File: config.mk
export PLATFORM = sky130hd
export DESIGN_NAME = node_mac_flat
export DESIGN_NICKNAME = d
export VERILOG_FILES = /design/src/rtl/node_mac_pkg.sv /design/src/rtl/node_mac_if.sv /design/src/rtl/node_mac_sat.sv /design/src/rtl/node_mac.sv /design/src/flat_wrapper.sv
export SDC_FILE = /design/constraint.sdc
export NUM_CORES = 1
export LEC_CHECK = 0
export CORE_MARGIN = 10
export CORE_UTILIZATION = 62
export DETAILED_ROUTE_END_ITERATION = 8
export PLACE_DENSITY = 0.86
export SETUP_SLACK_MARGIN = 0.5
export SYNTH_ARGS = -nofsm -noshare
export SYNTH_HDL_FRONTEND = slang
export SYNTH_HIERARCHICAL = 1
export SYNTH_SLANG_ARGS = --single-unit
File: constraint.sdc
create_clock -name clk -period 7 [get_ports clk]
set_input_delay 1.4 -clock clk [delete_from_list [all_inputs] [get_ports clk]]
set_output_delay 1.4 -clock clk [all_outputs]
set_load 0.05 [all_outputs]
File: src/rtl/node_mac_pkg.sv
// node_mac_pkg: shared types and constants for the node multiply-accumulate stage.
// Holds the FSM state enum, default widths and the saturation bound helpers.
package node_mac_pkg;

  localparam int DATA_W_DEF    = 8;
  localparam int COEF_W_DEF    = 8;
  localparam int FRAC_BITS_DEF = 4;
  localparam int ACC_W_DEF     = 24;

  // term_cnt is 7 bits wide and sticks at its maximum instead of wrapping
  localparam int             CNT_W   = 7;
  localparam logic [CNT_W-1:0] CNT_MAX = 7'd127;

  typedef enum logic [2:0] {
    IDLE   = 3'd0,
    ACCUM  = 3'd1,
    DRAIN  = 3'd2,
    FINISH = 3'd3,
    OUTPUT = 3'd4
  } state_t;

  // Largest value representable in a w-bit two's complement word
  function automatic longint sat_max(input int w);
    return (longint'(1) << (w - 1)) - longint'(1);
  endfunction

  // Smallest value representable in a w-bit two's complement word
  function automatic longint sat_min(input int w);
    return -(longint'(1) << (w - 1));
  endfunction

endpackage

File: src/rtl/node_mac_if.sv
// node_mac_if: term input stream and node result stream of node_mac, plus FSM state
// for observation. The master modport is the environment side, slave is node_mac.
//
// Handshake: a transfer happens on a rising clk edge where valid and ready are both
// high. The sender holds its payload stable while valid is high and ready is low;
// ready may depend on internal state only, never combinationally on valid.
// Term stream: valid=term_valid, ready=term_ready, payload=coef_in/data_in/term_last/bias_in.
// Result stream: valid=out_valid, ready=out_ready, payload=out_data.
interface node_mac_if
  import node_mac_pkg::*;
#(
  parameter int DATA_W = DATA_W_DEF,
  parameter int COEF_W = COEF_W_DEF
);

  logic                     term_valid;
  logic                     term_last;
  logic                     term_ready;
  logic signed [COEF_W-1:0] coef_in;
  logic signed [DATA_W-1:0] data_in;
  logic signed [DATA_W-1:0] bias_in;
  logic                     out_valid;
  logic                     out_ready;
  logic signed [DATA_W-1:0] out_data;
  logic [CNT_W-1:0]         term_cnt;
  state_t                   state;

  modport master (
    output term_valid, term_last, coef_in, data_in, bias_in, out_ready,
    input  term_ready, out_valid, out_data, term_cnt, state
  );

  modport slave (
    input  term_valid, term_last, coef_in, data_in, bias_in, out_ready,
    output term_ready, out_valid, out_data, term_cnt, state
  );

endinterface

File: src/rtl/node_mac_sat.sv
// node_mac_sat: combinational back end of a node. Adds the bias (aligned to the
// product's fixed point), drops FRAC_BITS with an arithmetic shift, saturates to
// DATA_W and applies the activation.
// Optional feature macro: NODE_MAC_RELU_EN selects ReLU; otherwise linear activation.
module node_mac_sat
  import node_mac_pkg::*;
#(
  parameter int DATA_W    = DATA_W_DEF,
  parameter int FRAC_BITS = FRAC_BITS_DEF,
  parameter int ACC_W     = ACC_W_DEF
)(
  input  logic signed [ACC_W-1:0]  acc,
  input  logic signed [DATA_W-1:0] bias,
  output logic signed [DATA_W-1:0] result
);

  // One guard bit so the bias addition can never wrap
  localparam int SW = ACC_W + 1;

  localparam logic signed [SW-1:0]     HI_S  = SW'(sat_max(DATA_W));
  localparam logic signed [SW-1:0]     LO_S  = SW'(sat_min(DATA_W));
  localparam logic signed [DATA_W-1:0] HI_O  = DATA_W'(sat_max(DATA_W));
  localparam logic signed [DATA_W-1:0] LO_O  = DATA_W'(sat_min(DATA_W));

  logic signed [SW-1:0]     bias_ext;
  logic signed [SW-1:0]     sum;
  logic signed [SW-1:0]     shifted;
  logic signed [DATA_W-1:0] sat;

  // Rescale, clamp, then activate
  always_comb begin
    bias_ext = SW'(bias);
    sum      = SW'(acc) + (bias_ext <<< FRAC_BITS);
    shifted  = sum >>> FRAC_BITS;
    if (shifted > HI_S) begin
      sat = HI_O;
    end else if (shifted < LO_S) begin
      sat = LO_O;
    end else begin
      sat = shifted[DATA_W-1:0];
    end
`ifdef NODE_MAC_RELU_EN
    result = sat[DATA_W-1] ? '0 : sat;
`else
    result = sat;
`endif
  end

endmodule

File: src/rtl/node_mac.sv
// node_mac: per-node multiply-accumulate. Takes one (coef, data) term per accepted
// cycle, pipelines the product one stage ahead of the accumulator, then on the last
// term adds bias, rescales, saturates and activates, and offers the result on a
// valid/ready output. Accepted term_last at cycle t gives out_valid at t+3.
// Optional feature macro: NODE_MAC_RELU_EN (handled inside node_mac_sat).
module node_mac
  import node_mac_pkg::*;
#(
  parameter int DATA_W    = DATA_W_DEF,
  parameter int COEF_W    = COEF_W_DEF,
  parameter int FRAC_BITS = FRAC_BITS_DEF,
  parameter int ACC_W     = ACC_W_DEF
)(
  input logic        clk,
  input logic        rst,
  node_mac_if.slave  bus
);

  localparam int PROD_W = COEF_W + DATA_W;

  state_t state;
  state_t next_state;

  logic signed [ACC_W-1:0]  acc;
  logic signed [PROD_W-1:0] prod_q;
  logic signed [PROD_W-1:0] prod_new;
  logic signed [ACC_W-1:0]  prod_ext;
  logic                     prod_vld;
  logic signed [DATA_W-1:0] bias_q;
  logic signed [DATA_W-1:0] sat_result;
  logic signed [DATA_W-1:0] out_data_q;
  logic                     out_valid_q;
  logic [CNT_W-1:0]         term_cnt_q;
  logic [CNT_W-1:0]         cnt_inc;
  logic                     term_ready;
  logic                     accept;

  // Terms are only taken while the accumulator is collecting a node
  assign term_ready = (state == IDLE) || (state == ACCUM);
  assign accept     = bus.term_valid && term_ready;

  // Full-width signed product; no truncation until the final rescale
  assign prod_new = PROD_W'(bus.coef_in) * PROD_W'(bus.data_in);
  assign prod_ext = ACC_W'(prod_q);
  assign cnt_inc  = (term_cnt_q == CNT_MAX) ? CNT_MAX : term_cnt_q + CNT_W'(1);

  node_mac_sat #(
    .DATA_W    (DATA_W),
    .FRAC_BITS (FRAC_BITS),
    .ACC_W     (ACC_W)
  ) u_sat (
    .acc    (acc),
    .bias   (bias_q),
    .result (sat_result)
  );

  // State register
  always_ff @(posedge clk or posedge rst) begin
    if (rst) begin
      state <= IDLE;
    end else begin
      state <= next_state;
    end
  end

  // Next-state decode
  always_comb begin
    next_state = state;
    case (state)
      IDLE:    if (accept) next_state = bus.term_last ? DRAIN : ACCUM;
      ACCUM:   if (accept && bus.term_last) next_state = DRAIN;
      DRAIN:   next_state = FINISH;
      FINISH:  next_state = OUTPUT;
      OUTPUT:  if (bus.out_ready) next_state = IDLE;
      default: next_state = IDLE;
    endcase
  end

  // Datapath: product stage, accumulator, term counter, bias latch and result register
  always_ff @(posedge clk or posedge rst) begin
    if (rst) begin
      acc         <= '0;
      prod_q      <= '0;
      prod_vld    <= 1'b0;
      bias_q      <= '0;
      term_cnt_q  <= '0;
      out_data_q  <= '0;
      out_valid_q <= 1'b0;
    end else begin
      case (state)
        IDLE: begin
          acc      <= '0;
          prod_vld <= accept;
          if (accept) begin
            prod_q     <= prod_new;
            term_cnt_q <= CNT_W'(1);
            if (bus.term_last) bias_q <= bus.bias_in;
          end
        end
        ACCUM: begin
          if (prod_vld) acc <= acc + prod_ext;
          prod_vld <= accept;
          if (accept) begin
            prod_q     <= prod_new;
            term_cnt_q <= cnt_inc;
            if (bus.term_last) bias_q <= bus.bias_in;
          end
        end
        DRAIN: begin
          if (prod_vld) acc <= acc + prod_ext;
          prod_vld <= 1'b0;
        end
        FINISH: begin
          out_data_q  <= sat_result;
          out_valid_q <= 1'b1;
        end
        OUTPUT: begin
          if (bus.out_ready) out_valid_q <= 1'b0;
        end
        default: begin
          prod_vld <= 1'b0;
        end
      endcase
    end
  end

  assign bus.term_ready = term_ready;
  assign bus.out_valid  = out_valid_q;
  assign bus.out_data   = out_data_q;
  assign bus.term_cnt   = term_cnt_q;
  assign bus.state      = state;

endmodule

File: src/flat_wrapper.sv
// flat-port wrapper written by rule: the top's interface ports become plain ports
module node_mac_flat import node_mac_pkg::*;
#(
  parameter int DATA_W    = DATA_W_DEF,
  parameter int COEF_W    = COEF_W_DEF,
  parameter int FRAC_BITS = FRAC_BITS_DEF,
  parameter int ACC_W     = ACC_W_DEF
)
  (clk, rst, bus_term_valid, bus_term_last, bus_coef_in, bus_data_in, bus_bias_in, bus_out_ready, bus_term_ready, bus_out_valid, bus_out_data, bus_term_cnt, bus_state);
  node_mac_if #(.DATA_W(DATA_W), .COEF_W(COEF_W)) bus_i ();
  input logic clk;
  input logic rst;
  input wire logic [$bits(bus_i.term_valid)-1:0] bus_term_valid;
  input wire logic [$bits(bus_i.term_last)-1:0] bus_term_last;
  input wire logic [$bits(bus_i.coef_in)-1:0] bus_coef_in;
  input wire logic [$bits(bus_i.data_in)-1:0] bus_data_in;
  input wire logic [$bits(bus_i.bias_in)-1:0] bus_bias_in;
  input wire logic [$bits(bus_i.out_ready)-1:0] bus_out_ready;
  output wire logic [$bits(bus_i.term_ready)-1:0] bus_term_ready;
  output wire logic [$bits(bus_i.out_valid)-1:0] bus_out_valid;
  output wire logic [$bits(bus_i.out_data)-1:0] bus_out_data;
  output wire logic [$bits(bus_i.term_cnt)-1:0] bus_term_cnt;
  output wire logic [$bits(bus_i.state)-1:0] bus_state;
  assign bus_i.term_valid = bus_term_valid;
  assign bus_i.term_last = bus_term_last;
  assign bus_i.coef_in = bus_coef_in;
  assign bus_i.data_in = bus_data_in;
  assign bus_i.bias_in = bus_bias_in;
  assign bus_i.out_ready = bus_out_ready;
  assign bus_term_ready = bus_i.term_ready;
  assign bus_out_valid = bus_i.out_valid;
  assign bus_out_data = bus_i.out_data;
  assign bus_term_cnt = bus_i.term_cnt;
  assign bus_state = bus_i.state;
  node_mac #(.DATA_W(DATA_W), .COEF_W(COEF_W), .FRAC_BITS(FRAC_BITS), .ACC_W(ACC_W)) u_core (.clk(clk), .rst(rst), .bus(bus_i));
endmodule
Word-level counts from Yosys, hierarchy flattened. Index checks and enable logic that the tools add are counted.

$add $sub $neg: 3. Multiply operators: 1. Order comparisons: 2. Eq/ne operators: 10. Mux-type cells: 16. Reductions and logical operators: 16.

Operators with widths (number): one-hot mux 24 bit (2 select lines) (1); adder 24 x 12 -> 25 bit (1); adder 24 x 16 -> 24 bit (1); 2-to-1 mux 24 bit (1); > comparator 21 x 8 -> 1 bit (second input constant) (1); < comparator 21 x 8 -> 1 bit (second input constant) (1); 2-to-1 mux 7 bit (3); multiplier 8 x 8 -> 16 bit (1); 2-to-1 mux 8 bit (2); one-hot mux 3 bit (5 select lines) (1); one-hot mux 7 bit (2 select lines) (1); 2-to-1 mux 3 bit (3); AND reduction 3 bit (3); adder 7 x 1 -> 7 bit (second input constant) (1); == test 7 bit (second input constant) (1); == test 3 x 2 -> 1 bit (second input constant) (2); inequality test 2 x 1 -> 1 bit (second input constant) (3); AND reduction 2 bit (3); nonzero test 2 bit (3); OR reduction 2 bit (3); inequality test 2 bit (second input constant) (2); one-hot mux 1 bit (2 select lines) (2); == test 3 x 1 -> 1 bit (second input constant) (1); == test 3 bit (second input constant) (1); other kinds (5) (6).

Bits in registers: 68. Input bits: 29. Output and inout bits: 20. Logic and storage cells: 56.

Logic depth before layout (Yosys ltp).
Depth after elaboration: 6. Depth in mapped cells: 19.

Cells and area by module. Netlist, hierarchy kept.

By module, submodules not included: node_mac (times used 1, cells each 625, area an instance 6083.3 µm²); node_mac_sat (times used 1, cells each 144, area an instance 1066.0 µm²).

Worst setup path after synthesis. OpenSTA, ideal clock, no wires.

Kind: input-to-reg. From: input port bus_data_in[4]. To: register u_core.prod_q[15]. Setup time: 131 ps. Arrival time: 5201 ps. Path slack: 1668 ps. Cell stages on the path: 17. Path buffers: 0. Cells stage by stage: and2_1 > fa_1 > inv_1 > fa_1 > inv_1 > fa_1 > inv_1 > fa_1 > inv_1 > ha_1 > a21o_1 > a21o_1 > a21oi_1 > o21ai_1 > o41ai_1 > xnor2_1 > o21ai_1.

Cells in the longest elaborated chain, start to end: 1.

RTL lines: from (decl) (line flat_wrapper.sv:16) `input wire logic [$bits(bus_i.data_in)-1:0] bus_data_in;`; multiplier 8 x 8 -> 16 bit (line node_mac.sv:43) `assign prod_new = PROD_W'(bus.coef_in) * PROD_W'(bus.data_in);`; to (signal assigned) (line node_mac.sv:95) `prod_q <= prod_new;`; to (signal assigned) (line node_mac.sv:104) `prod_q <= prod_new;`; to (decl) (line node_mac.sv:25) `logic signed [PROD_W-1:0] prod_q;`.

No other way between the ends. A chain may end at the register's enable or synchronous reset.

Final worst setup path.
From: input port bus_data_in[7]. To: register u_core.prod_q[15].

Same word-level chain as after synthesis.

==> impl_metrics.toml <==
[power_and_ir_drop]
sw_frac_of_total_pct = 48.01
leakage_nw = 3.884
pwr-share-clk_pct = 12.6
seqPwrFrac_pct = 20.0
internal_power_mw = 1.839
power.density_nw_per_um2 = 438.2
p_comb_share_pct = 67.4
p_switching_mw = 1.698
ir_worst_vdd_mv = 0.3719

[floorplanning]
core_area_sq_um = 11370
start_util_pct = 62.88
dieArea_sq_um = 16230
die_y_microns = 127.4
num_rows = 39
ios = 49
die_w_microns = 127.4

[timing]
fin_worst_skew_ns = 0.005629
grt_setup_unrepaired = "no"
finalSetupViolations = 0
hold_viol = 0
tns_ns = 0
maxSlewHeadroom_pct = 40.81
fmax_mhz = 171.3
period_share_pct = 83.40
hold_slack_ns = 0.4900
tightestPinTransition_ns = 0.8873
layout_min_cycle_time_ns = 5.838
slew_viol_final = 0

[clocking]
cts_hold_buf = 0
cts_tree = "done"
postCtsSetupRepairBufs = 0
cts.clk_slew.worst_paths_ns = 0.05
post_cts_resized = 0
clk-insertion-delay-late_ns = 0.33
cts.sinks = 68
clockBufferDepth = 2
cts_htree_levels = 3
cts_root_buf = "clkbuf_16"
cts_buffers = 9

[logic_synthesis]
syn-instance-count = 769
synth_compound_area_share_pct = 17.22
synth_top_family_by_area = "adder cells"
yosysSeqAreaShare_pct = 23.80
synth_adder_area_share_pct = 28.74
synth-simple-area-share_pct = 15.38
synthArstFlopShare_pct = 100.0
ys_ff_latch = 68
syn_nets = 928
yosys_warnings = 6
synth_enable_flop_cells = 0
avgSynthCellArea_sq_um = 9.297
synth.distinct_cells = 67
netlist_area_sq_um = 7149
synthMuxAreaShare_pct = 2.678
synthFlopType = "dfrtp_1"
synth_xor_area_share_pct = 6.248

[drt]
ant_nets = 0
drt_iter0_markers = 384
wl_per_cell_microns = 16.34
vias_per_cell = 5.900
vias = 5688
routed_wl_microns = 15760
drc = 0
drtPass1Iterations = 4

[placement]
portBuffers = 48
hpwlAfterDp_microns = 12520
place.gp.congestion = 0.9200

[global_routing]
grt_pass1_wl_microns = 26900
grt_max_degree = 65
track_usage_pct = 19.51
antenna_found_initial = 0
grt_remaining_overflow = 0
first_global_vias = 5829

[critical_path]
end_kind = "flip-flop"
r2r_start = "u_core/acc[4]"
worstSetupPathType = "input pin to flip-flop"
cp_data_arrival_time_ns = 6.05
crit_path_max_fanout = 9
crit_start = "bus_data_in[7]"
r2r_cells = 13
cp.required_ns = 7.21
start_kind = "input pin"

[cells_and_area]
n_antenna_cell = 0
nFillCells = 841
drive_above_1_share_pct = 5.847
fin_nets = 976
area_growth_pct = 12.90

[hold_path]
hold_class = "flip-flop to flip-flop"
holdCritStartpoint = "u_core/prod_q[11]"
min_delay_path_depth = 2

[run_status]
status = "completed"

[job]
max_cap_viol_count = 0
synthesized netlist by cell type (5+ instances only):
| library cell | n | area share, % |
|---|---|---|
| nor2_1 | 30 | 1.6 |
| a31oi_1 | 6 | 0.53 |
| nand2b_1 | 6 | 0.53 |
| nand2_1 | 68 | 3.6 |
| o21ai_0 | 23 | 1.6 |
| and3_1 | 5 | 0.44 |
| clkbuf_1 | 14 | 0.74 |
| dfrtp_1 | 68 | 24 |
| o21ai_1 | 17 | 1.2 |
| fa_1 | 57 | 16 |
| or3_1 | 6 | 0.53 |
| o21bai_1 | 5 | 0.53 |
| ha_1 | 73 | 13 |
| a22o_1 | 21 | 2.6 |
| xnor2_1 | 38 | 4.7 |
| a21oi_1 | 43 | 3.0 |
| a21o_1 | 17 | 1.8 |
| nor2b_1 | 11 | 0.96 |
| inv_1 | 97 | 5.1 |
| xor2_1 | 13 | 1.6 |
| and2_1 | 49 | 4.3 |
| mux2_2 | 17 | 2.7 |
| o31ai_1 | 5 | 0.53 |
| nand3_1 | 14 | 0.98 |
path summary, 6_finish.rpt:
path	slack (ns)	to
min in group asynchronous	1.24	u_core/bus.out_data[7]
max in group asynchronous	4.78	u_core/bus.term_cnt[1]
setup reg to reg	3.28	u_core/bus.out_data[1]
hold / removal	0.49	u_core/prod_q[11]
hold reg to reg	0.49	u_core/prod_q[11]
setup / recovery	1.16	u_core/prod_q[15]
cell usage in the layout (no fill, tap or decap), drive strengths merged, types with 4 or more instances in the layout:
cell type,instances
or3,7
dfrtp,68
nor2b,11
nand2,68
ha,73
nor2,30
inv,97
mux2,17
fa,57
clkbuf,11
nand3,14
a21boi,4
clkdlybuf4s50,48
o21ai,41
a22o,21
nand2b,6
a31oi,7
xnor2,38
and3,5
xor2,13
nor3,4
a21oi,44
buf,4
o31ai,6
a21o,17
o21bai,5
and2,50
kinds of logic (layout without fill, tap and decap cells):
family | count (synthesis) | in the layout
AOI/OAI and AO/OA | 178 | 178
xor gates and xnor gates | 51 | 51
adders and majority gates | 130 | 130
buffers and inverters | 112 | 164
DFF | 68 | 68
muxes | 17 | 17
and+or+nand+nor | 213 | 213
per-layer routing:
metal / global-route usage, % / routed length [microns]
met1: 23.35 / 6832
met2: 35.27 / 8158
met3: 3.391 / 527
met4: 4.956 / 237
met5: 0 / 0
registers in the layout, indices dropped and copies added, names as in the netlist:
register	count
u_core/bus.state	3
u_core/acc	24
u_core/bus.out_data	8
u_core/prod_q	16
u_core/bus.out_valid	1
u_core/bias_q	8
u_core/bus.term_cnt	7
u_core/prod_vld	1
through the flow:
stage               setup slack, ns  utilization [%]  instances  instance area [sq um]  power (mW)
detailed placement           0.7795            68.42        949                   7779       3.057
global placement             0.8898            68.42        949                   7779       2.945
floorplan                     1.668                -        769                   7149       2.531
CTS                           1.129            70.99        964                   8071       3.537
global route                 0.8929            70.99        964                   8071       3.847
finish                        1.162            70.99        964                   8071       3.537
power groups by stage:
stage	clock network [mW]	registers, mW	logic (mW)
finish	0.445	0.708	2.38
global route	0.471	0.730	2.65
CTS	0.452	0.706	2.38
detailed placement	0	0.710	2.35
global placement	0	0.699	2.25
floorplan	0	0.796	1.73
worst max-delay path, cell delays in order:
cell and delay [ns]:
clkdlybuf4s50_1 0.65, nand2b_1 0.13, fa_1 0.54, fa_1 0.54
inv_1 0.05, fa_1 0.54, inv_1 0.06, fa_1 0.52
inv_1 0.04, ha_1 0.33, a21o_1 0.17, a21o_1 0.19
a21oi_1 0.21, o21ai_1 0.12, o41ai_1 0.31, xnor2_1 0.17
o21ai_1 0.07
area by class of cell:
class                      count  area [sq um]  share of cell area (%)
sequential                    68          1702                   21.08
clock buffer                  11         242.7                   3.007
inverter                      97         364.1                   4.511
clock inverter                 4         50.05                  0.6201
timing repair buffer          52         510.5                   6.325
multi-input combinational    589          5024                   62.24
tap                          143         178.9                   2.217
Power figures use the tool's default switching activity.
